`src/rtl/sync_acquire_sequencer.sv`:
```
// sync_acquire_sequencer
//   Hunts for a chain of SYNC_COUNT_IN consecutive sync words spaced exactly
//   BITCELLS_PER_WORD bit cells apart. An optional index-pulse timeout ends
//   the search early. It is enabled by defining SYNC_ACQ_INDEX_TIMEOUT_EN.
//   Without that macro, the index path is absent and TIMED_OUT is tied to 0.
//
// Ports
//   CLK_DATASEP     master clock (the only clock)
//   RESET_N         asynchronous active-low reset
//   CLKEN_DATASEP   data separator clock enable; qualifies SYNC_DET_IN sampling
//   BIT_STROBE      one pulse per bit cell
//   SYNC_DET_IN     sync-word-detected level; a 0->1 step is a sync event
//   INDEX_IN        raw asynchronous index pulse
//   START / ABORT   one-cycle search request / cancel (ABORT wins)
//   SYNC_COUNT_IN   consecutive sync words required (0 behaves as 1)
//   INDEX_LIMIT_IN  index edges allowed before timeout (0 = never)
//   BUSY            searching (HUNT or CHAIN)
//   FOUND           mark acquired, held until next START or reset
//   TIMED_OUT       search expired, held until next START or reset
//   SYNCS_SEEN      current chain length
//   STATE_OUT       IDLE=0 HUNT=1 CHAIN=2 DONE=3 TIMEOUT=4
module sync_acquire_sequencer #(
   parameter int BITCELLS_PER_WORD = 16,
   parameter int INDEX_LIMIT_W     = 8
) (
   input  logic                     CLK_DATASEP,
   input  logic                     RESET_N,
   input  logic                     CLKEN_DATASEP,
   input  logic                     BIT_STROBE,
   input  logic                     SYNC_DET_IN,
   input  logic                     INDEX_IN,
   input  logic                     START,
   input  logic                     ABORT,
   input  logic [2:0]               SYNC_COUNT_IN,
   input  logic [INDEX_LIMIT_W-1:0] INDEX_LIMIT_IN,
   output logic                     BUSY,
   output logic                     FOUND,
   output logic                     TIMED_OUT,
   output logic [2:0]               SYNCS_SEEN,
   output logic [2:0]               STATE_OUT
);

   localparam int CELL_W = $clog2(BITCELLS_PER_WORD + 2);
   localparam logic [CELL_W-1:0] CELL_WORD = CELL_W'(BITCELLS_PER_WORD);
   localparam logic [CELL_W-1:0] CELL_MAX  = CELL_W'(BITCELLS_PER_WORD + 1);

   typedef enum logic [2:0] {
      ST_IDLE    = 3'd0,
      ST_HUNT    = 3'd1,
      ST_CHAIN   = 3'd2,
      ST_DONE    = 3'd3,
      ST_TIMEOUT = 3'd4
   } state_t;

   state_t            state_q, state_d;
   logic [CELL_W-1:0] cell_cnt_q, cell_cnt_d, cell_inc;
   logic [2:0]        syncs_q, syncs_d, syncs_inc, eff_count;
   logic              found_q, found_d;
   logic              timed_out_q, timed_out_d;
   logic              sync_prev_q, sync_prev_d, sync_evt;
   logic              idx_expire;
   logic              searching;

   assign searching = (state_q == ST_HUNT) || (state_q == ST_CHAIN);

`ifdef SYNC_ACQ_INDEX_TIMEOUT_EN
   logic                     idx_meta_q, idx_meta_d;
   logic                     idx_sync_q, idx_sync_d;
   logic                     idx_prev_q, idx_prev_d;
   logic                     idx_edge;
   logic [INDEX_LIMIT_W-1:0] idx_cnt_q, idx_cnt_d, idx_cnt_inc;

   always_comb begin
      idx_meta_d  = INDEX_IN;
      idx_sync_d  = idx_meta_q;
      idx_prev_d  = idx_sync_q;
      idx_edge    = idx_sync_q & ~idx_prev_q;
      idx_cnt_inc = (idx_edge && searching) ? idx_cnt_q + 1'b1 : idx_cnt_q;
      // Expiry looks at the count including this cycle's edge so the state
      // changes on the same clock the limiting edge is seen.
      idx_expire  = searching && (INDEX_LIMIT_IN != '0) && (idx_cnt_inc >= INDEX_LIMIT_IN);
      idx_cnt_d   = idx_cnt_q;
      if (ABORT || START) begin
         idx_cnt_d = '0;
      end else if (searching) begin
         idx_cnt_d = idx_cnt_inc;
      end
   end

   always_ff @(posedge CLK_DATASEP or negedge RESET_N) begin
      if (!RESET_N) begin
         idx_meta_q <= 1'b0;
         idx_sync_q <= 1'b0;
         idx_prev_q <= 1'b0;
         idx_cnt_q  <= '0;
      end else begin
         idx_meta_q <= idx_meta_d;
         idx_sync_q <= idx_sync_d;
         idx_prev_q <= idx_prev_d;
         idx_cnt_q  <= idx_cnt_d;
      end
   end

   assign TIMED_OUT = timed_out_q;
`else
   logic unused_index;
   assign unused_index = ^{INDEX_IN, INDEX_LIMIT_IN, timed_out_q};
   assign idx_expire   = 1'b0;
   assign TIMED_OUT    = 1'b0;
`endif

   always_comb begin
      eff_count   = (SYNC_COUNT_IN == 3'd0) ? 3'd1 : SYNC_COUNT_IN;
      sync_evt    = CLKEN_DATASEP & SYNC_DET_IN & ~sync_prev_q;
      sync_prev_d = CLKEN_DATASEP ? SYNC_DET_IN : sync_prev_q;
      // A strobe in the same cycle as a sync event is counted before the
      // spacing comparison; the counter saturates one past a full word.
      cell_inc    = (BIT_STROBE && (cell_cnt_q != CELL_MAX)) ? cell_cnt_q + 1'b1 : cell_cnt_q;
      syncs_inc   = syncs_q + 3'd1;

      state_d     = state_q;
      cell_cnt_d  = cell_cnt_q;
      syncs_d     = syncs_q;
      found_d     = found_q;
      timed_out_d = timed_out_q;

      if (ABORT) begin
         state_d    = ST_IDLE;
         syncs_d    = 3'd0;
         cell_cnt_d = '0;
      end else if (START) begin
         state_d     = ST_HUNT;
         syncs_d     = 3'd0;
         cell_cnt_d  = '0;
         found_d     = 1'b0;
         timed_out_d = 1'b0;
      end else begin
         case (state_q)
            ST_HUNT: begin
               if (sync_evt) begin
                  syncs_d    = 3'd1;
                  cell_cnt_d = '0;
                  if (eff_count == 3'd1) begin
                     state_d = ST_DONE;
                     found_d = 1'b1;
                  end else begin
                     state_d = ST_CHAIN;
                  end
               end else if (idx_expire) begin
                  state_d     = ST_TIMEOUT;
                  timed_out_d = 1'b1;
               end
            end
            ST_CHAIN: begin
               // A completing sync event beats a simultaneous timeout.
               if (sync_evt && (cell_inc == CELL_WORD) && (syncs_inc >= eff_count)) begin
                  syncs_d    = syncs_inc;
                  cell_cnt_d = '0;
                  state_d    = ST_DONE;
                  found_d    = 1'b1;
               end else if (idx_expire) begin
                  state_d     = ST_TIMEOUT;
                  timed_out_d = 1'b1;
               end else if (sync_evt && (cell_inc == CELL_WORD)) begin
                  syncs_d    = syncs_inc;
                  cell_cnt_d = '0;
               end else if (sync_evt) begin
                  // Mis-spaced sync word: it becomes the first of a new chain.
                  syncs_d    = 3'd1;
                  cell_cnt_d = '0;
               end else if (cell_inc == CELL_MAX) begin
                  state_d    = ST_HUNT;
                  syncs_d    = 3'd0;
                  cell_cnt_d = '0;
               end else begin
                  cell_cnt_d = cell_inc;
               end
            end
            default: begin
            end
         endcase
      end
   end

   always_ff @(posedge CLK_DATASEP or negedge RESET_N) begin
      if (!RESET_N) begin
         state_q     <= ST_IDLE;
         cell_cnt_q  <= '0;
         syncs_q     <= 3'd0;
         found_q     <= 1'b0;
         timed_out_q <= 1'b0;
         sync_prev_q <= 1'b0;
      end else begin
         state_q     <= state_d;
         cell_cnt_q  <= cell_cnt_d;
         syncs_q     <= syncs_d;
         found_q     <= found_d;
         timed_out_q <= timed_out_d;
         sync_prev_q <= sync_prev_d;
      end
   end

   assign BUSY       = searching;
   assign FOUND      = found_q;
   assign SYNCS_SEEN = syncs_q;
   assign STATE_OUT  = state_q;

endmodule

```
`config.mk`:
```
export PLATFORM = sky130hd
export DESIGN_NAME = sync_acquire_sequencer
export DESIGN_NICKNAME = d
export VERILOG_FILES = /design/src/rtl/sync_acquire_sequencer.sv
export SDC_FILE = /design/constraint.sdc
export NUM_CORES = 1
export LEC_CHECK = 0
export CAP_MARGIN = 20
export CORE_MARGIN = 3
export CORE_UTILIZATION = 40
export DETAILED_ROUTE_END_ITERATION = 10
export PLACE_DENSITY_LB_ADDON = 0.12
export SKIP_LAST_GASP = 1
export SYNTH_ARGS = -nofsm -noshare
export SYNTH_HDL_FRONTEND = slang
export SYNTH_SLANG_ARGS = --single-unit
```
`constraint.sdc`:
```
create_clock -name CLK_DATASEP -period 3.7 [get_ports CLK_DATASEP]
set_clock_uncertainty 0.15 [all_clocks]
set_input_delay 0.74 -clock CLK_DATASEP [delete_from_list [all_inputs] [get_ports CLK_DATASEP]]
set_output_delay 0.74 -clock CLK_DATASEP [all_outputs]
set_load 0.01 [all_outputs]
```
; Word-level counts from Yosys, hierarchy flattened
; Index checks and enable logic that the tools add are counted.
[totals]
out_inout_bits = 9
word_cells = 69
register_bits = 13
[op_classes]
reduce_logical = 11
mux = 32
n_addsub = 2
eq_ne = 14
order_cmp = 1
n_bitwise = 4
[ops]
columns = operator, n
row1 = $mux 3, 15
row2 = $mux 5, 8
row3 = $pmux 3 s2, 2
row4 = $eq 5x5->1 const B, 2
row5 = $ne 5x4->1 const B, 2
row6 = $pmux 5 s2, 1
row7 = $reduce_and 5->1, 2
row8 = $ne 7x4->1 const B, 1
row9 = $eq 3x1->1 const B, 2
row10 = $ne 3x2->1 const B, 2
row11 = $add 5x1->5 const B, 1
row12 = $mux 1, 5
row13 = $ne 5x3->1 const B, 1
row14 = $ne 5x5->1 const B, 1
row15 = $ne 4x4->1 const B, 1
row16 = $reduce_bool 4->1, 1
row17 = $add 3x1->3 const B, 1
row18 = $eq 3x2->1 const B, 1
row19 = $ge 3x3->1, 1
row20 = $logic_and 1x1->1, 3
row21 = $logic_not 3->1, 1
row22 = $ne 3x3->1 const B, 1
row23 = $reduce_and 3->1, 1
row24 = $reduce_bool 3->1, 1
row25 = 5 further kinds, 7

; Depth between registers and ports, before layout
; Gate-level depths: netlist (run 1).
[depth]
depth_word = 11
depth_mapped = 9

; Worst setup path before layout (run 1)
; OpenSTA, ideal clock, no wires.
[synth_path]
path_kind = input port to flip-flop
start = input SYNC_COUNT_IN[0]
end = register state_q[1], in the netlist STATE_OUT[1]
cell_stages = 8
path_buffers = 0
arrival_time_ns = 2.033
slack_ns = 1.395
required_ns = 3.428
setup_ns = 0.122
cell_sequence = o21bai_1 -> ha_1 -> nor2b_1 -> o21ai_0 -> o21ai_0 -> o31ai_4 -> nand3_1 -> a32o_1
[synth_via]
elab_chain_len = 8
elab_cells_between_ends = 12
cone_classes = order compare: 1 / eq/ne: 3 / mux: 5 / reduce/logical: 3
[synth_rtl]
columns = item, line_no
row1 = start: declaration, 34  ; input logic [2:0] SYNC_COUNT_IN,
row2 = $logic_not 3->1, 113  ; eff_count = (SYNC_COUNT_IN == 3'd0) ? 3'd1 : SYNC_COUNT_IN;
row3 = $mux 3 *, 113
row4 = $ge 3x3->1 *, 156  ; if (sync_evt && (cell_inc == CELL_WORD) && (syncs_inc >= eff_count)) begin
row5 = $logic_and 1x1->1 *, 156
row6 = $mux 3, 156
row7 = $pmux 3 s2, 138  ; case (state_q)
row8 = $mux 3, 131  ; end else if (START) begin
row9 = $mux 3, 127  ; if (ABORT) begin
row10 = end signal: assignment, 194  ; state_q <= state_d;
row11 = end: declaration, 55  ; state_t state_q, state_d;
; Every way passes the cells marked *; elsewhere a longest branch is shown, timed or not.
; A chain may end at the register's enable or synchronous reset.

; Worst setup path after layout (run 1)
[layout_path]
start = input ABORT
end = register cell_cnt_q[0]
[layout_via]
elab_chain_len = 2
elab_cells_between_ends = 4
cone_classes = eq/ne: 1 / mux: 1 / reduce/logical: 2
[layout_rtl]
columns = item, line_no
row1 = start: declaration, 33  ; input logic ABORT,
row2 = $ne 4x4->1 (no source line) or $reduce_bool 4->1 (tied branches), -
row3 = $reduce_and 2->1 (no source line), -
row4 = end signal: assignment, 195  ; cell_cnt_q <= cell_cnt_d;
row5 = end: declaration, 56  ; logic [CELL_W-1:0] cell_cnt_q, cell_cnt_d, cell_inc;
; Parallel ways exist; a longest one is shown, timed or not.

==> results of run 1 <==
[metrics by stage]
step,util,hold slack [ps],area (µm²)
finish,0.510,373,1320
global route,0.510,417,1320
CTS,0.510,381,1320
detailed placement,0.496,360,1280
global placement,0.496,346,1280
floorplan,-,294,1140
[synth_stat cells (2+ instances only)]
master | count | share of area
and2_1 | 2 | 0.011
nand2_1 | 13 | 0.043
or2_1 | 2 | 0.011
nor2_1 | 7 | 0.023
buf_2 | 2 | 0.0088
o21ai_0 | 4 | 0.018
buf_6 | 2 | 0.020
a211oi_1 | 3 | 0.020
buf_4 | 2 | 0.013
a21oi_1 | 6 | 0.026
clkbuf_1 | 2 | 0.0066
xor2_1 | 4 | 0.031
nor3_1 | 2 | 0.0088
ha_1 | 8 | 0.088
a31oi_1 | 4 | 0.022
nand2b_1 | 2 | 0.011
nand3_1 | 2 | 0.0088
dfrtp_1 | 12 | 0.26
o21ai_1 | 7 | 0.031
inv_1 | 8 | 0.026
nor2b_1 | 3 | 0.016
nand4_1 | 3 | 0.016
o31ai_1 | 5 | 0.033
[flip-flops by register name, summed over array words and instances (netlist names)]
name and count:
SYNCS_SEEN 3, STATE_OUT 2, sync_prev_q 1, FOUND 1, cell_cnt_q 5
[path summary, 6_finish.rpt]
kind,to,cells after the start
worst max-delay path,cell_cnt_q[0]$_DFFE_PN0P_,6
worst min-delay path,sync_prev_q$_DFFE_PN0P_,1
max in group asynchronous,STATE_OUT[1]$_DFFE_PN0P_,1
worst max register to register,STATE_OUT[0]$_DFFE_PN0P_,7
worst min register to register,sync_prev_q$_DFFE_PN0P_,1
min in group asynchronous,cell_cnt_q[3]$_DFFE_PN0P_,1
[layer usage]
layer	wire, µm	vias up
li1	-	517
met1	1180	477
met2	1100	19
met3	128	2
met4	15	0
met5	0	-
[cell families (layout without fill, tap and decap cells)]
logic type / after synthesis / after routing / synth area share
adder cells (fa/ha/maj): 8 / 8 / 0.0879
AND/OR/NAND/NOR: 48 / 48 / 0.251
flip-flops: 12 / 12 / 0.264
multiplexers: 1 / 1 / 0.00989
other: 1 / 2 / 0.00329
XOR/XNOR: 4 / 4 / 0.0308
AO/OA/AOI/OAI: 43 / 43 / 0.279
buffers and inverters: 16 / 28 / 0.0747
[layout make-up]
class,instances,area share
Tap cell,30,0.0284
Inverter,8,0.0227
Sequential cell,12,0.227
Timing Repair Buffer,16,0.121
Clock buffer,4,0.0275
Multi-Input combinational cell,106,0.573
[report_power, final]
group | internal, mW | total, mW | switching [mW]
Clock | 0.0598 | 0.108 | 0.0478
Combinational | 0.0543 | 0.112 | 0.0578
Sequential | 0.139 | 0.147 | 0.00748
Total | 0.254 | 0.367 | 0.113
[worst register-to-register path: cells and delay by family, from the launching register on]
family / cells / cell delay, ps
compound gates: 4 / 810
flops: 1 / 500
simple gates: 2 / 500
fa+ha+maj: 1 / 430
==> run summary, run 1 <==
Status -> completed
Crit path cell chain -> clkdlybuf4s50_1 > nor2_1 > nand2_1 > or4_1 > or3_1 > o21ai_1
Worst Path Arrival -> 2780 ps
First-pass GRT wire length -> 4140 µm
Root buf cell -> clkbuf_4
Layout cells sized above 1 -> 0.0890
Max-Cap Viols -> 0
Most common cell after layout, fill and taps aside -> clkdlybuf4s50_1
Slew @ Worst Pin -> 681 ps
Vias -> 1015
Multi-input logic area -> 757 µm²
Async set or reset register ratio after synthesis -> 1.00
Dpl cells -> 172
Die W -> 59.4 µm
H-tree depth -> 1
Netlist cell types -> 51
Crit Path Max Fanout -> 8
Leak -> 0.574 nW
Finish-stage setup viols -> 0
Most Crowded Layer GR -> met2
Setup WS post-layout -> 977 ps
# diodes -> 0
Seq. cell area -> 300 µm²
Hold wc startpoint -> sync_prev_q$_DFFE_PN0P_
VDD IR-drop max -> 0.000227 V
Post-CTS Hold Fix Bufs -> 0
Achievable frequency -> 367 MHz
Initial Util -> 0.440
Crit path largest cell delay -> 610 ps
CP bufs+invs -> 1
Tcrit/Tclk final -> 0.736
Met3 usage -> 0.0392
Syn. warnings -> 0
First-pass DRT Iterations -> 4
CP max stage cell -> or4_1
Worst reg2reg setup slack -> 1240 ps
Syn avg cell area -> 8.56 µm²
Most frequent cells in the layout -> 16 x clkdlybuf4s50_1, 13 x nand2_1, 12 x dfrtp_1
Final Hold Vio Count -> 0
Seq cells post-synth -> 12
Fillers -> 268
Maximum buffer depth of the clock tree -> 2
Fin. max-slew vios -> 0
Post-Syn Instances -> 133
Min-Delay Path Class -> reg -> reg
Full die area -> 3520 µm²
Dpl ws -> 710 ps
Met2 usage -> 0.248
Required @ worst endpoint -> 3760 ps
Tmin final -> 2720 ps
GR Util All Layers -> 0.153
Critical Path End Type -> flip-flop
Largest net degree at the start of global routing -> 13
CTS Buf Count -> 3
Post-Route WL -> 2420 µm
Nets@finish -> 174
CP Class -> in -> reg
Rows -> 18
PwrDens -> 277 nW/µm²
TNS Setup -> 0 ps
CTS sink count -> 12
GRT Residual Overflow -> 0
RSZ-0062 raised after global routing -> no
Worst-path clk slew -> 80 ps
Total Power -> 0.367 mW
Synth Flop Type -> dfrtp_1
Crit path from -> ABORT
Slew HR -> 0.544
GRT met1 Usage -> 0.211
Post-route insts no fill -> 176
Synth Cell Area -> 1140 µm²
WL per Instance -> 13.7 µm
Number of global-route vias before repair -> 930
EDFF count, synth -> 0
Initial drt markers -> 49
DRC -> 0
CP delay by family, top -> simple AND/OR/NAND/NOR gates
CTS tree -> done
Chip height -> 59.4 µm
Final HPWL DP -> 1820 µm
Clk Latency, worst-skew pair -> 280 ps
Initial antenna violation count -> 0
R2R Path Start -> cell_cnt_q[0]$_DFFE_PN0P_
I/O pins -> 28
Post-CTS Resized -> 0
Final GP Congestion -> 0.745
Seq/Total Area, Yosys -> 0.264
Startpoint types -> input pin
Antenna Nets Post-Route -> 0
DR vias/cell -> 5.77
Port Buffers -> 16
Synthesis-to-layout area growth -> 16.0%
Core ar. -> 2590 µm²
# Post-CTS Setup Buffers -> 0
Note: power is estimated with default switching activity, not from simulation.
==> inputs of run 2 (changes only) <==
==> constraint.sdc (replaced) <==
create_clock -name CLK_DATASEP -period 2.81 [get_ports CLK_DATASEP]
set_clock_uncertainty 0.15 [all_clocks]
set_input_delay 0.562 -clock CLK_DATASEP [delete_from_list [all_inputs] [get_ports CLK_DATASEP]]
set_output_delay 0.562 -clock CLK_DATASEP [all_outputs]
set_load 0.01 [all_outputs]
==> run summary, run 2 (synthesis gave the netlist of run 1 again) <==
Dpl ws -> 12.8 ps
Root buf cell -> clkbuf_4
GR Util All Layers -> 0.164
Nets@finish -> 180
Startpoint types -> input pin
Most common cell after layout, fill and taps aside -> clkdlybuf4s50_1
Status -> completed
CP Class -> in -> reg
Area after DPL -> 1330 µm²
Final GP Congestion -> 0.828
Worst-path clk slew -> 80 ps
Maximum buffer depth of the clock tree -> 2
RSZ-0062 raised after global routing -> no
Rows -> 18
Initial Util -> 0.440
CTS Buf Count -> 3
WL per Instance -> 13.7 µm
Fin. max-slew vios -> 0
H-tree depth -> 1
TNS Setup -> 0 ps
VDD IR-drop max -> 0.000275 V
Critical Path End Type -> flip-flop
# diodes -> 0
Post-route insts no fill -> 182
Worst Path Arrival -> 2510 ps
Vias -> 1019
Initial drt markers -> 29
Dpl cells -> 178
I/O pins -> 28
Achievable frequency -> 400 MHz
Initial antenna violation count -> 0
Post-CTS Hold Fix Bufs -> 0
Post-CTS Resized -> 0
GRT Residual Overflow -> 0
Antenna Nets Post-Route -> 0
Max reg flops -> 5
Final instance area -> 1370 µm²
Core ar. -> 2590 µm²
First-pass DRT Iterations -> 4
Biggest register -> cell_cnt_q
WHS -> 382 ps
Post-Route WL -> 2490 µm
Fillers -> 256
Min-Delay Path Class -> reg -> reg
Tmin final -> 2500 ps
Finish-stage setup viols -> 0
Slew HR -> 0.619
Layout cells sized above 1 -> 0.125
CTS sink count -> 12
Chip height -> 59.4 µm
DRC -> 0
First-pass GRT wire length -> 4420 µm
Port Buffers -> 16
Post-layout util -> 0.528
Largest net degree at the start of global routing -> 13
Final HPWL DP -> 1990 µm
Total Power -> 0.484 mW
Full die area -> 3520 µm²
Most frequent cells in the layout -> 16 x clkdlybuf4s50_1, 13 x nand2_1, 12 x dfrtp_1
# Post-CTS Setup Buffers -> 0
Max-Cap Viols -> 0
Leak -> 0.602 nW
Die W -> 59.4 µm
Required @ worst endpoint -> 2820 ps
CTS tree -> done
Synthesis-to-layout area growth -> 20.0%
Crit Path Max Fanout -> 4
PwrDens -> 354 nW/µm²
DR vias/cell -> 5.60
Final Hold Vio Count -> 0
Clk Latency, worst-skew pair -> 270 ps
Number of global-route vias before repair -> 982
Setup WS post-layout -> 307 ps
Tcrit/Tclk final -> 0.891
Slew @ Worst Pin -> 570 ps
[run 2: cell types whose count changed in the layout (fill, tap and decap cells not counted), sizes merged]
cell	delta
buf	+6
[run 2: critical path, cell delays in order]
cell and delay [ps]:
clkdlybuf4s50_1 530, o21bai_1 100, ha_1 280, nor2b_1 40, o21ai_0 230, o21ai_0 210
o31ai_4 260, nand3_1 110, a32o_1 210
[run 2: final timing paths]
| kind | cells after the start | slack (ps) | to | start |
|---|---|---|---|---|
| max in group asynchronous | 1 | 1630 | SYNCS_SEEN[0]$_DFFE_PN0P_ | RESET_N |
| worst max register to register | 9 | 370 | STATE_OUT[1]$_DFFE_PN0P_ | SYNCS_SEEN[0]$_DFFE_PN0P_ |
| min in group asynchronous | 1 | 500 | STATE_OUT[0]$_DFFE_PN0P_ | RESET_N |
| worst min register to register | 1 | 380 | sync_prev_q$_DFFE_PN0P_ | sync_prev_q$_DFFE_PN0P_ |
| worst max-delay path | 9 | 310 | STATE_OUT[1]$_DFFE_PN0P_ | SYNC_COUNT_IN[2] |
| worst min-delay path | 1 | 380 | sync_prev_q$_DFFE_PN0P_ | sync_prev_q$_DFFE_PN0P_ |
[run 2: area by class of cell]
cell class	count	area, µm²	share of cell area
Clock buffer	4	36.3	0.0266
Inverter	8	30.0	0.0220
Multi-Input combinational cell	106	757	0.554
Sequential cell	12	300	0.220
Tap cell	30	37.5	0.0275
Timing Repair Buffer	22	205	0.150
[run 2: report_power, final]
| part | internal, mW | leakage (nW) | switching [mW] |
|---|---|---|---|
| clock | 0.0787 | 0.0210 | 0.0578 |
| sequential | 0.184 | 0.161 | 0.00969 |
| combinational | 0.0764 | 0.420 | 0.0777 |
[run 2: routing by layer]
layer	global-route usage	routed length, µm	vias up
met5	0	0	-
met4	0.0194	15	0
met3	0.0392	118	2
met2	0.262	1120	18
met1	0.230	1240	473
li1	-	-	526
==> patch (flow settings as in run 2) <==
`BITCELLS_PER_WORD`: 16 -> 32.
--- a/src/rtl/sync_acquire_sequencer.sv
+++ b/src/rtl/sync_acquire_sequencer.sv
@@ -20,7 +20,7 @@
 //   SYNCS_SEEN      current chain length
 //   STATE_OUT       IDLE=0 HUNT=1 CHAIN=2 DONE=3 TIMEOUT=4
 module sync_acquire_sequencer #(
-   parameter int BITCELLS_PER_WORD = 16,
+   parameter int BITCELLS_PER_WORD = 32,
    parameter int INDEX_LIMIT_W     = 8
 ) (
    input  logic                     CLK_DATASEP,
Formal check against the unedited RTL: same outputs for any inputs over 10 cycles, from zero or initial values and one cycle with RESET_N low; that may be too few to reach the edited logic, so the function may still have changed.
==> patch against run 2 <==
  * Combinational power shrank 16%
  * Worst setup slack worse by 0.22 ns
  * Sequential share of layout area grew 3.0 points
  * Final area decreased by 4.6%
  * Area after synthesis is 8.6% lower
  * Power fell by 5.7%
  * Sequential cell count increased by 1
  * Wire length shrank 6.6%
==> patch: results (changes against run 2) <==
metric;value;unit;change
main area contributors after synthesis;dfrtp_1 31%, ha_1 9.6%, nand2_1 4.7%;;was dfrtp_1 26%, ha_1 8.8%, nand2_1 4.3%
GRT Total Usage;15.2;%;was 16.4%
met3 Track Usage GR;3.62;%;was 3.92%
largest net degree at the start of global routing;14;;was 13
Max IR drop VDD;0.245;mV;was 0.275 mV
clk root buf;clkbuf_4;;unchanged
Rel. slew slack;59.4;%;was 61.9%
Clock Pin Slew Worst Setup and Hold Paths;0.08;ns;about the same
metal3 WL;103;µm;was 118 µm
met1 WL;1080;µm;was 1240 µm
top layer in use;met4;;unchanged
reg2reg path depth;6;;was 9
WL/cell;13.3;µm;was 13.7 µm
via/cell ratio;5.52;;was 5.60
max FFs per register;6;;was 5
Pre-antenna DRT Iters;4;;unchanged
worst-path maximum fanout;2;;was 4
most frequent cells after synthesis;13 x dfrtp_1, 13 x nand2_1, 10 x inv_1;;was 13 x nand2_1, 12 x dfrtp_1, 8 x ha_1, 8 x inv_1
CP Data Arrival Time;2.74;ns;was 2.51 ns
sw power;0.139;mW;was 0.145 mW
vias in the first global route;912;;was 982
cts repair resizes;0;;unchanged
metal2 WL;1130;µm;was 1120 µm
first-pass GRT wire length;4000;µm;was 4420 µm
H-tree depth;1;;unchanged
GPL Wtd Cong;0.894;;was 0.828
Seq/Total Area, Yosys;31.3;%;was 26.4%
R2R Setup Slk;0.43;ns;was 0.37 ns
antenna violations before repair;0;;unchanged
met2 Use GR;25.0;%;was 26.2%
Port Buffers;16;;unchanged
most flop-heavy register;cell_cnt_q;;unchanged
post-route minimum period;2.72;ns;was 2.50 ns
critical path class;primary input to register;;unchanged
Warnings, synthesis;0;;unchanged
RR Startpoint;cell_cnt_q[3];;was SYNCS_SEEN[0]
antenna cells;0;;unchanged
DP HPWL;1840;µm;was 1990 µm
r2r endpoint;STATE_OUT[0];;was STATE_OUT[1]
Worst Setup SP;SYNC_COUNT_IN[1];;was SYNC_COUNT_IN[2]
min-delay worst type;register to register;;unchanged
FFs w/ async S/R, synth;100;%;unchanged
share of post-route cells with drive strength above 1;13.6;%;was 12.5%
Starting DRT DRC Count;37;;was 29
Post-CTS Setup Repair Bufs;0;;unchanged
Max clock buf depth;2;;unchanged
Clock Latency Late Sink;0.28;ns;
CTS buffer count;3;;unchanged
Layout Nets;175;;was 180
GRT met1 Usage;20.6;%;was 23.0%
Top FF cell, synth;dfrtp_1;;unchanged
P_leak;0.586;nW;was 0.602 nW
status;finished, final reports clean;;unchanged
synth unique cells;40;;was 51
worst slack at placement;-0.228;ns;was 0.0128 ns
## patch: worst max-delay path, cell delays in order
cell and delay [ns]:
clkdlybuf4s50_1 0.48, nor2_1 0.05, or2_2 0.28, ha_1 0.28, nand2b_1 0.14, a21o_1 0.17, a21oi_1 0.17, nor3_1 0.09
o221ai_2 0.21, mux2_4 0.32
## patch: cell families (layout without fill, tap and decap cells)
family	after synthesis	in the layout	share of synthesized area, %
other	1	2	0.360
and+or+nand+nor	46	46	24.2
adders and majority gates	8	8	9.62
DFF	13	13	31.2
xor gates and xnor gates	2	2	1.68
buffers and inverters	13	38	5.77
muxes	3	3	3.61
AOI/OAI and AO/OA	35	35	23.6
## patch: how the worst min path moves through the flow
stage	start	endpoint	slack, ns	depth (start not counted)
global route	sync_prev_q	sync_prev_q	0.39	1
finish	sync_prev_q	sync_prev_q	0.36	1
global placement	sync_prev_q	sync_prev_q	0.33	1
detailed placement	sync_prev_q	sync_prev_q	0.35	1
floorplan	RESET_N	FOUND	0.12	0
CTS	sync_prev_q	sync_prev_q	0.37	1
## patch: power by group through the flow
stage                     combinational (mW)  clock [mW]  sequential [mW]
after global routing                   0.143       0.136            0.207
final                                  0.129       0.124            0.204
after global placement                 0.126           0            0.207
after CTS                              0.130       0.127            0.204
after detailed placement               0.129           0            0.208
after floorplan                       0.0658           0            0.209
## patch: area by class of cell
class,instances,area (µm²)
clock buffer,4,26.3
fill,233,1040
timing repair buffer,24,220
multi-input combinational,96,659
sequential,13,325
inverter,10,37.5
tap,28,35.0
## patch: stage by stage
step           std cells  hold slack, ns  cell area, µm²  utilization [%]
2_1_floorplan        122           0.116            1040                -
3_3_place_gp         171           0.330            1280             54.6
3_5_place_dp         171           0.345            1280             54.6
4_1_cts              175           0.366            1300             55.7
5_1_grt              175           0.392            1300             55.7
6_report             175           0.364            1300             55.7
